===== src/rtl/up_timer_if.sv =====
// Multiplexed address/data bus between the up processor and the timer target.
// The interrupt line is named intr because int is a reserved word.
interface up_timer_if;
  logic       ale;
  logic [7:0] bus_in;
  logic       re;
  logic       we;
  logic [7:0] bus_out;
  logic       bus_sel;
  logic       intr;

  modport master (
    output ale, bus_in, re, we,
    input  bus_out, bus_sel, intr
  );

  modport slave (
    input  ale, bus_in, re, we,
    output bus_out, bus_sel, intr
  );
endinterface


===== src/rtl/up_timer.sv =====
// Memory-mapped prescaled down-counting timer with auto-reload/one-shot modes
// and a level interrupt, living in a 4-register window on the up bus.
module up_timer #(
  parameter logic [7:0]  BASE_ADDR = 8'hF0,
  parameter int unsigned PS_W      = 6
) (
  input  logic       clk,
  input  logic       rst,
  up_timer_if.slave  bus
);

  typedef enum logic [1:0] {
    REG_CTRL   = 2'd0,
    REG_RELOAD = 2'd1,
    REG_COUNT  = 2'd2,
    REG_STATUS = 2'd3
  } reg_e;

  typedef enum logic {
    ST_IDLE = 1'b0,
    ST_RUN  = 1'b1
  } state_e;

  state_e          state, state_nxt;
  logic [7:0]      addr;
  logic            ar, ar_nxt;
  logic            ie, ie_nxt;
  logic [1:0]      ps, ps_nxt;
  logic [7:0]      reload, reload_nxt;
  logic [7:0]      count, count_nxt;
  logic            exp, exp_nxt;
  logic [PS_W-1:0] presc, presc_nxt;
  logic [PS_W-1:0] ps_max;
  logic [7:0]      rdata;
  logic            hit;
  reg_e            off;
  logic            wr_ctrl, wr_reload, wr_count, wr_status;
  logic            tick, tick_eff;

  always_ff @(posedge clk or posedge rst) begin
    if (rst) begin
      addr <= '0;
    end else if (bus.ale) begin
      addr <= bus.bus_in;
    end
  end

  assign hit       = (addr[7:2] == BASE_ADDR[7:2]);
  assign off       = reg_e'(addr[1:0]);
  assign wr_ctrl   = bus.we && hit && (off == REG_CTRL);
  assign wr_reload = bus.we && hit && (off == REG_RELOAD);
  assign wr_count  = bus.we && hit && (off == REG_COUNT);
  assign wr_status = bus.we && hit && (off == REG_STATUS);

  // Terminal prescaler value is (1 << 2*PS) - 1: the low 2*PS bits set.
  always_comb begin
    ps_max = '0;
    for (int unsigned i = 0; i < PS_W; i++) begin
      if (i < 32'({ps, 1'b0})) ps_max[i] = 1'b1;
    end
  end

  assign tick = (state == ST_RUN) && (presc == ps_max);
  // A COUNT write or an EN-clearing CTRL write swallows this cycle's tick.
  assign tick_eff = tick && !wr_count && !(wr_ctrl && !bus.bus_in[0]);

  always_comb begin
    state_nxt  = state;
    ar_nxt     = ar;
    ie_nxt     = ie;
    ps_nxt     = ps;
    reload_nxt = reload;
    count_nxt  = count;
    exp_nxt    = exp;
    presc_nxt  = presc;

    if (wr_ctrl) begin
      state_nxt = bus.bus_in[0] ? ST_RUN : ST_IDLE;
      ar_nxt    = bus.bus_in[1];
      ie_nxt    = bus.bus_in[2];
      ps_nxt    = bus.bus_in[4:3];
    end
    if (wr_reload) reload_nxt = bus.bus_in;
    if (wr_count)  count_nxt  = bus.bus_in;
    if (wr_status && bus.bus_in[0]) exp_nxt = 1'b0;

    // Expiry is applied after the W1C so a coincident set wins.
    if (tick_eff) begin
      if (count != 8'h00) begin
        count_nxt = count - 8'h01;
      end else begin
        exp_nxt = 1'b1;
        if (ar) count_nxt = reload;
        else    state_nxt = ST_IDLE;
      end
    end

    if (state_nxt == ST_IDLE) begin
      presc_nxt = '0;
    end else if (wr_ctrl && ((state == ST_IDLE) || (bus.bus_in[4:3] != ps))) begin
      presc_nxt = '0;
    end else if (tick) begin
      presc_nxt = '0;
    end else begin
      presc_nxt = presc + PS_W'(1);
    end
  end

  always_ff @(posedge clk or posedge rst) begin
    if (rst) begin
      state  <= ST_IDLE;
      ar     <= 1'b0;
      ie     <= 1'b0;
      ps     <= '0;
      reload <= '0;
      count  <= '0;
      exp    <= 1'b0;
      presc  <= '0;
    end else begin
      state  <= state_nxt;
      ar     <= ar_nxt;
      ie     <= ie_nxt;
      ps     <= ps_nxt;
      reload <= reload_nxt;
      count  <= count_nxt;
      exp    <= exp_nxt;
      presc  <= presc_nxt;
    end
  end

  always_comb begin
    rdata = '0;
    case (off)
      REG_CTRL:   rdata = {3'b000, ps, ie, ar, (state == ST_RUN)};
      REG_RELOAD: rdata = reload;
      REG_COUNT:  rdata = count;
      REG_STATUS: rdata = {7'b0000000, exp};
      default:    rdata = '0;
    endcase
  end

  assign bus.bus_sel = bus.re && hit;
  assign bus.bus_out = bus.bus_sel ? rdata : '0;
  assign bus.intr    = exp && ie;

endmodule

===== src/flat_wrapper.sv =====
// flat-port wrapper written by rule: the top's interface ports become plain ports
module up_timer_flat 
#(
  parameter logic [7:0]  BASE_ADDR = 8'hF0,
  parameter int unsigned PS_W      = 6
)
  (clk, rst, bus_ale, bus_bus_in, bus_re, bus_we, bus_bus_out, bus_bus_sel, bus_intr);
  up_timer_if bus_i ();
  input  logic clk;
  input  logic rst;
  input wire logic [$bits(bus_i.ale)-1:0] bus_ale;
  input wire logic [$bits(bus_i.bus_in)-1:0] bus_bus_in;
  input wire logic [$bits(bus_i.re)-1:0] bus_re;
  input wire logic [$bits(bus_i.we)-1:0] bus_we;
  output wire logic [$bits(bus_i.bus_out)-1:0] bus_bus_out;
  output wire logic [$bits(bus_i.bus_sel)-1:0] bus_bus_sel;
  output wire logic [$bits(bus_i.intr)-1:0] bus_intr;
  assign bus_i.ale = bus_ale;
  assign bus_i.bus_in = bus_bus_in;
  assign bus_i.re = bus_re;
  assign bus_i.we = bus_we;
  assign bus_bus_out = bus_i.bus_out;
  assign bus_bus_sel = bus_i.bus_sel;
  assign bus_intr = bus_i.intr;
  up_timer #(.BASE_ADDR(BASE_ADDR), .PS_W(PS_W)) u_core (.clk(clk), .rst(rst), .bus(bus_i));
endmodule

===== config.mk =====
export PLATFORM = sky130hd
export DESIGN_NAME = up_timer_flat
export DESIGN_NICKNAME = d
export VERILOG_FILES = /design/src/rtl/up_timer_if.sv /design/src/rtl/up_timer.sv /design/src/flat_wrapper.sv
export SDC_FILE = /design/constraint.sdc
export NUM_CORES = 1
export LEC_CHECK = 0
export ABC_AREA = 1
export ABC_CLOCK_PERIOD_IN_PS = 1660
export BUFFER_PORTS_ARGS = -buffer_cell sky130_fd_sc_hd__buf_2
export CAP_MARGIN = 40
export CORE_ASPECT_RATIO = 1.1
export CORE_UTILIZATION = 58
export DETAILED_ROUTE_END_ITERATION = 7
export PLACE_DENSITY = 0.88
export SLEW_MARGIN = 20
export SYNTH_ARGS = -nofsm -noshare
export SYNTH_HDL_FRONTEND = slang
export SYNTH_SLANG_ARGS = --single-unit

===== constraint.sdc =====
create_clock -name clk -period 1.66 [get_ports clk]
set_input_delay 0 -clock clk [delete_from_list [all_inputs] [get_ports clk]]
set_output_delay 0 -clock clk [all_outputs]
set_load 0.05 [all_outputs]

# == Yosys cells after proc, flatten, opt, wreduce, memory -nomap -nowiden ==
# Index checks and enable logic that the tools add are counted.
# classes
n_addsub,2
order_cmp,6
eq_ne,6
muxes,23
n_bitwise,1
n_reduce_logical,19
# ops
cell,n
$mux W8,5
$pmux W8 S4,1
$mux W6,3
$mux W1,14
$logic_and A1 B1 Y1,13
$reduce_bool A8 Y1,1
$sub A8 B1 Y8 const B,1
$add A6 B1 Y6 const B,1
$eq A6 B6 Y1,1
$eq A6 B6 Y1 const B,1
$lt A1 B3 Y1 const A,2
$lt A2 B3 Y1 const A,2
$lt A3 B3 Y1 const A,2
$eq A2 B2 Y1 const B,2
$logic_not A1 Y1,3
$eq A2 B1 Y1 const B,1
$logic_not A2 Y1,1
$ne A2 B2 Y1,1
$logic_or A1 B1 Y1,1
$not A1 Y1,1
# totals
ff_bits,36
inputBits,13
out_inout_bits,10
elab_cells,66

# == Logic depth before layout (Yosys ltp) ==
# Gate-level depths: netlist of the first run.
# logic_depth
depth_word,8
mapped_depth,10
ltp_nobuf,10

# == Worst setup path after synthesis of the first run ==
# OpenSTA, ideal clock, no wires.
# synth_path
kind,reg-to-output
from,register u_core.addr[0]
to,output port bus_bus_out[1]
arrival_ps,1751
required_time_ps,1660
setup_slack_ps,-91
stages_incl_launch_ff,6
path_buffers,1
path_cell_list,dfrtp_1 -> inv_1 -> nor2_1 -> buf_2 -> nand2_1 -> a31oi_1
# synth_via
elab_chain_cells,3
word_cells_on_any_way,6
cone_classes,eq/ne (3); mux (2); reduce/logical (1)
# synth_rtl
item,line,source
from (decl),up_timer.sv:25,logic [7:0] addr;
from (signal assigned),up_timer.sv:44,addr <= bus.bus_in;
$eq A2 B2 Y1 (tied with other cells),up_timer.sv:133,case (off)
$pmux W8 S4 *,up_timer.sv:133,
$mux W8 *,up_timer.sv:143,assign bus.bus_out = bus.bus_sel ? rdata : '0;
to (decl),flat_wrapper.sv:15,output wire logic [$bits(bus_i.bus_out)-1:0] bus_bus_out;
# Every way passes the cells marked *; elsewhere a longest branch is shown, timed or not.

# == Final worst setup path of the first run ==
# layout_path
from,register u_core.addr[1]
to,output port bus_bus_out[2]
# The elaborated chain is that of the path after synthesis.

==> results.cfg, run 1 <==
[run_status]
status = complete, no violations

[placed_design]
dpl.hpwl_um = 3780
gp_congestion = 0.915
port_buffers = 22
place_inst = 368

[cells_and_area]
nets = 357
final_core_util_pct = 78.1
area_growth_pct = 23.7
n_antenna_cell = 0
fin_cells = 389
drive_gt1_share_pct = 23.2

[sta]
finalCritPeriodShare_pct = 99.4
drv_slew = 0
period_needed_ns = 1.65
max_slew.worst_pin.slew_ns = 0.469
clock_skew_ns = 0.00707
maxSlewHeadroom_pct = 68.5
max_freq_mhz = 606
hold_viol = 0
tns_ns = 0
setup_viol = 0

[setup_path]
reg2reg_depth = 10
crit_fanout = 7
crit_type = flop to output pin
end_kind = output pin
reg2reg_from = u_core.count[0]$_DFF_PP0_
arrival_ns = 1.65
start_kind = flop
rr_endpoint = u_core.count[4]$_DFF_PP0_
regToRegSetupSlack_ns = 0.07
required_ns = 1.66

[die]
die_x_um = 60.3
die_area_um2 = 3990
io_pins = 23
die_height_um = 66.2
core_area_um2 = 3440
rows = 22
start_util_pct = 63.1

[drt]
drt_iter0_drc = 180
wl_um = 5860
via_count = 2228
viasPerCell = 5.73
drt-pass1-iter-count = 5
drc = 0
antenna_left = 0
wl_per_cell_um = 15.1

[logic_synthesis]
yosysWarnings = 0
yosysSeqAreaShare_pct = 41.5
syn-num-nets = 313
syn-instance-count = 297
yosysTopAreaCell = dfrtp_1
netlist.area_leader.share_pct = 41.5
yosysUniqueCellTypes = 28
syn_area_per_cell_um2 = 7.31
ys_ff_latch = 36
syn_area_um2 = 2170
synth.area.top_cells = dfrtp_1, nand2_1, o21ai_0

[cts]
htreeDepth = 2
cts_buffer_depth = 2
path_clk_slew_ns = 0.11
cts_tree = built
clock_sinks = 36
clock_latency_ns = 0.34
cts_buffers = 5
root_buffer = clkbuf_4

[min_path]
worst_hold_path.endpoint = u_core.addr[0]$_DFFE_PP0P_
hold_depth = 3
hp-start = bus_ale
hold_class = primary input to flop

[global_routing]
grt_pass1_vias = 2030
antenna_found_initial = 0
grt.overflow.total = 0
grt_pass1_wl_um = 8860
track_usage_pct = 30.3
grt_max_degree = 37

[run]
max-cap-violations = 0

[pwr]
power_density_nw_per_um2 = 692
total_power_mw = 1.86
p_leak_nw = 1.30
vdd_drop_max_mv = 0.569
-- cells by family (layout without fill, tap and decap cells) --
| group | Yosys count | after routing | share of synthesized area (%) |
|---|---|---|---|
| xor+xnor | 5 | 5 | 2.02 |
| compound gates | 46 | 46 | 11.1 |
| simple gates | 168 | 168 | 35.4 |
| buf+inv | 37 | 81 | 7.26 |
| fa+ha+maj | 3 | 3 | 1.73 |
| flops | 36 | 36 | 41.5 |
| mux | 2 | 2 | 1.04 |
-- flip-flops by register name (all words and copies together), names as in the netlist --
signal / count
u_core.reload: 8
u_core.ar: 1
u_core.ie: 1
u_core.addr: 8
u_core.count: 8
u_core.ps: 2
u_core.exp: 1
u_core.state: 1
u_core.presc: 6
-- power by group --
part           internal, mW  switching, mW  leakage (nW)
sequential            0.944         0.0848         0.454
combinational         0.146          0.235         0.819
clock                 0.156          0.294        0.0281
-- per-stage QoR --
step           setup WS (ns)  hold WS [ns]  instance area, um2
2_1_floorplan         0.0669         0.117                2210
3_3_place_gp           0.143         0.125                2390
3_5_place_dp           0.113         0.132                2390
4_1_cts              0.00378        0.0154                2550
5_1_grt              -0.0649        0.0336                2690
6_report              0.0104        0.0274                2690
-- placed cells by master (no fill, tap or decap), types with 5 or more instances in the layout --
cell | synthesis | layout
nand2_1 | 102 | 100
dfrtp_1 | 36 | 32
o21ai_0 | 28 | 26
inv_1 | 26 | 25
nand3_1 | 25 | 25
nor2_1 | 24 | 21
buf_2 | 2 | 14
dlygate4sd3_1 | 0 | 9
buf_4 | 0 | 8
clkbuf_4 | 0 | 7
buf_6 | 0 | 7
a21oi_1 | 9 | 6
nor2_4 | 4 | 5
xor2_1 | 5 | 5
-- Yosys cell counts --
cell / instances
a31oi_1: 5
ha_1: 3
nor2_1: 24
a21oi_1: 9
inv_1: 26
nor2_2: 2
buf_8: 1
nand2_4: 1
a221oi_1: 1
nand3_1: 25
nand2_2: 2
xor2_1: 5
dfrtp_1: 36
o21ai_0: 28
buf_2: 2
o21ai_1: 3
nand3b_1: 3
clkinv_1: 1
nand4_4: 1
inv_4: 2
nand2_1: 102
nor3_1: 1
inv_2: 3
nand3_2: 2
clkbuf_1: 2
nor2_8: 1
nor2_4: 4
mux2_2: 2
-- worst max path at each step --
stage                                end                  startpoint  cells after the start
6_report                  bus_bus_out[2]  u_core.addr[1]$_DFFE_PP0P_                      6
5_1_grt                   bus_bus_out[2]  u_core.addr[1]$_DFFE_PP0P_                      6
3_3_place_gp              bus_bus_out[4]  u_core.addr[3]$_DFFE_PP0P_                      6
3_5_place_dp   u_core.count[1]$_DFF_PP0_    u_core.ps[1]$_DFFE_PP0N_                      9
4_1_cts                   bus_bus_out[0]  u_core.addr[0]$_DFFE_PP0P_                      6
2_1_floorplan             bus_bus_out[0]  u_core.addr[3]$_DFFE_PP0P_                      5
-- critical path: stages (launching register included) --
cell	delay, ns
dfrtp_2	0.45
inv_2	0.07
nor2_4	0.13
buf_6	0.15
nand2_1	0.08
a31oi_2	0.23
buf_6	0.19
-- layout make-up --
class	count	area (um2)
fill	241	754
timing repair buffer	41	334
sequential	36	906
clock buffer	6	41.3
clock inverter	1	5.00
multi-input combinational	224	1210
inverter	32	129
timing repair inverter	1	5.00
tap	48	60.1
-- routing by layer --
metal / up-vias / track usage (%) / routed length [um]
met3: 20 / 7.44 / 415
met5: - / 0 / 0
met2: 115 / 48.8 / 2910
met4: 0 / 12.8 / 152
li1: 1041 / - / -
met1: 1052 / 38.0 / 2390
-- what timing repair did --
action	in CTS	in global routing
gates cloned	0	2
setup endpoints to repair	9	27
hold buffers	9	0
hold endpoints to repair	52	0
pin swaps	0	3
gates resized for setup	10	27
setup buffers	0	3
(Power assumes the default switching activity.)
==> run 2, diff against run 1 <==
Settings changed: CORE_ASPECT_RATIO 1.1 to not set, HOLD_SLACK_MARGIN set to 0.1.
==> results.cfg, run 2 (synthesized netlist as in run 1, its figures left out) <==
[drt]
wl_um = 6100
wl_per_cell_um = 15.6
via_count = 2253
drt-pass1-iter-count = 5
drt_iter0_drc = 217
viasPerCell = 5.78
drc = 0
antenna_left = 0

[cts]
cts_tree = built
path_clk_slew_ns = 0.07
cts_buffer_depth = 2
cts_buffers = 5
root_buffer = clkbuf_8
clock_latency_ns = 0.29
htreeDepth = 2
clock_sinks = 36

[sta]
drv_slew = 0
clock_skew_ns = 0.00914
hold_viol = 0
tns_ns = 0
period_needed_ns = 1.62
setup_viol = 0
maxSlewHeadroom_pct = 69.5
max_slew.worst_pin.slew_ns = 0.457
max_freq_mhz = 617
finalCritPeriodShare_pct = 97.7
hold_ws_ns = 0.246
setup_ws_ns = 0.0388

[min_path]
hold_class = primary input to flop

[pwr]
vdd_drop_max_mv = 0.878
p_leak_nw = 1.32
total_power_mw = 2.08
power_density_nw_per_um2 = 766

[cells_and_area]
post-route-cell-area_um2 = 2720
nets = 360
final_core_util_pct = 78.5
final_common_cell = nand2_1
drive_gt1_share_pct = 22.1
largestRegisters = u_core.addr: 8 flops, u_core.count: 8 flops, u_core.reload: 8 flops
n_antenna_cell = 0
final_cell_mix = nand2_1, dfrtp_1, o21ai_0, inv_1, nand3_1
area_growth_pct = 25.4
fin_cells = 390

[setup_path]
required_ns = 1.87
crit_fanout = 7
start_kind = flop
arrival_ns = 1.83
end_kind = flop
crit_type = flop to flop

[die]
rows = 21
io_pins = 23
die_height_um = 63.2
core_area_um2 = 3470
die_x_um = 63.2
die_area_um2 = 3990
start_util_pct = 62.6

[placed_design]
placement.cell_area_um2 = 2400
preCtsSetupSlack_ns = 0.119
dpl.hpwl_um = 3950
gp_congestion = 0.904
place_inst = 368
port_buffers = 22

[run_status]
status = complete, no violations

[global_routing]
grt_pass1_wl_um = 9560
track_usage_pct = 30.8
antenna_found_initial = 0
grt_max_degree = 37
grt.overflow.total = 0
grt_pass1_vias = 2094

[run]
max-cap-violations = 0
==> run 2: final cells by class <==
type                       instances  area [um2]
clock buffer                       7        96.3
sequential                        36         903
timing repair buffer              44         342
fill                             237         747
tap                               46        57.6
timing repair inverter             1        7.51
inverter                          32         129
multi-input combinational        224        1190
==> run 2: power breakdown <==
group | switching (mW) | leakage [nW] | internal (mW) | total [mW]
sequential | 0.0835 | 0.455 | 0.943 | 1.03
clock | 0.303 | 0.0503 | 0.369 | 0.673
combinational | 0.240 | 0.812 | 0.144 | 0.384
==> run 2: final timing paths <==
kind                                            start                           end  slack, ns  cells past startpoint
min reg2reg                u_core.addr[5]$_DFFE_PP0P_    u_core.addr[5]$_DFFE_PP0P_       0.51                      1
max in group asynchronous                         rst    u_core.addr[0]$_DFFE_PP0P_       0.96                      4
max                        u_core.addr[3]$_DFFE_PP0P_     u_core.presc[4]$_DFF_PP0_       0.04                      7
min in group asynchronous                         rst    u_core.addr[5]$_DFFE_PP0P_       0.34                      4
max reg2reg                u_core.addr[3]$_DFFE_PP0P_     u_core.presc[4]$_DFF_PP0_       0.04                      7
min                                            bus_we  u_core.reload[6]$_DFFE_PP0P_       0.25                      5
==> run 2: critical path, cell delays in order (launching register included) <==
cell     delay (ns)
dfrtp_1        0.41
nor2_4         0.17
nand4_4        0.20
inv_2          0.15
nand2_1        0.10
o21ai_1        0.21
nand2_2        0.17
nor2_1         0.14
==> run 2: metal layers <==
layer	vias up	GRT usage, %	routed length (um)
met4	0	12.5	175
met3	21	6.52	476
met1	1060	41.6	2540
met2	124	48.3	2910
li1	1048	-	-
met5	-	0	0
==> run 2: timing repair <==
item,in CTS,in global routing
endpoints found under the setup margin,9,25
setup buffers,0,1
gates resized for setup,7,17
hold endpoints to repair,61,0
hold buffers,13,0
gates cloned,0,1
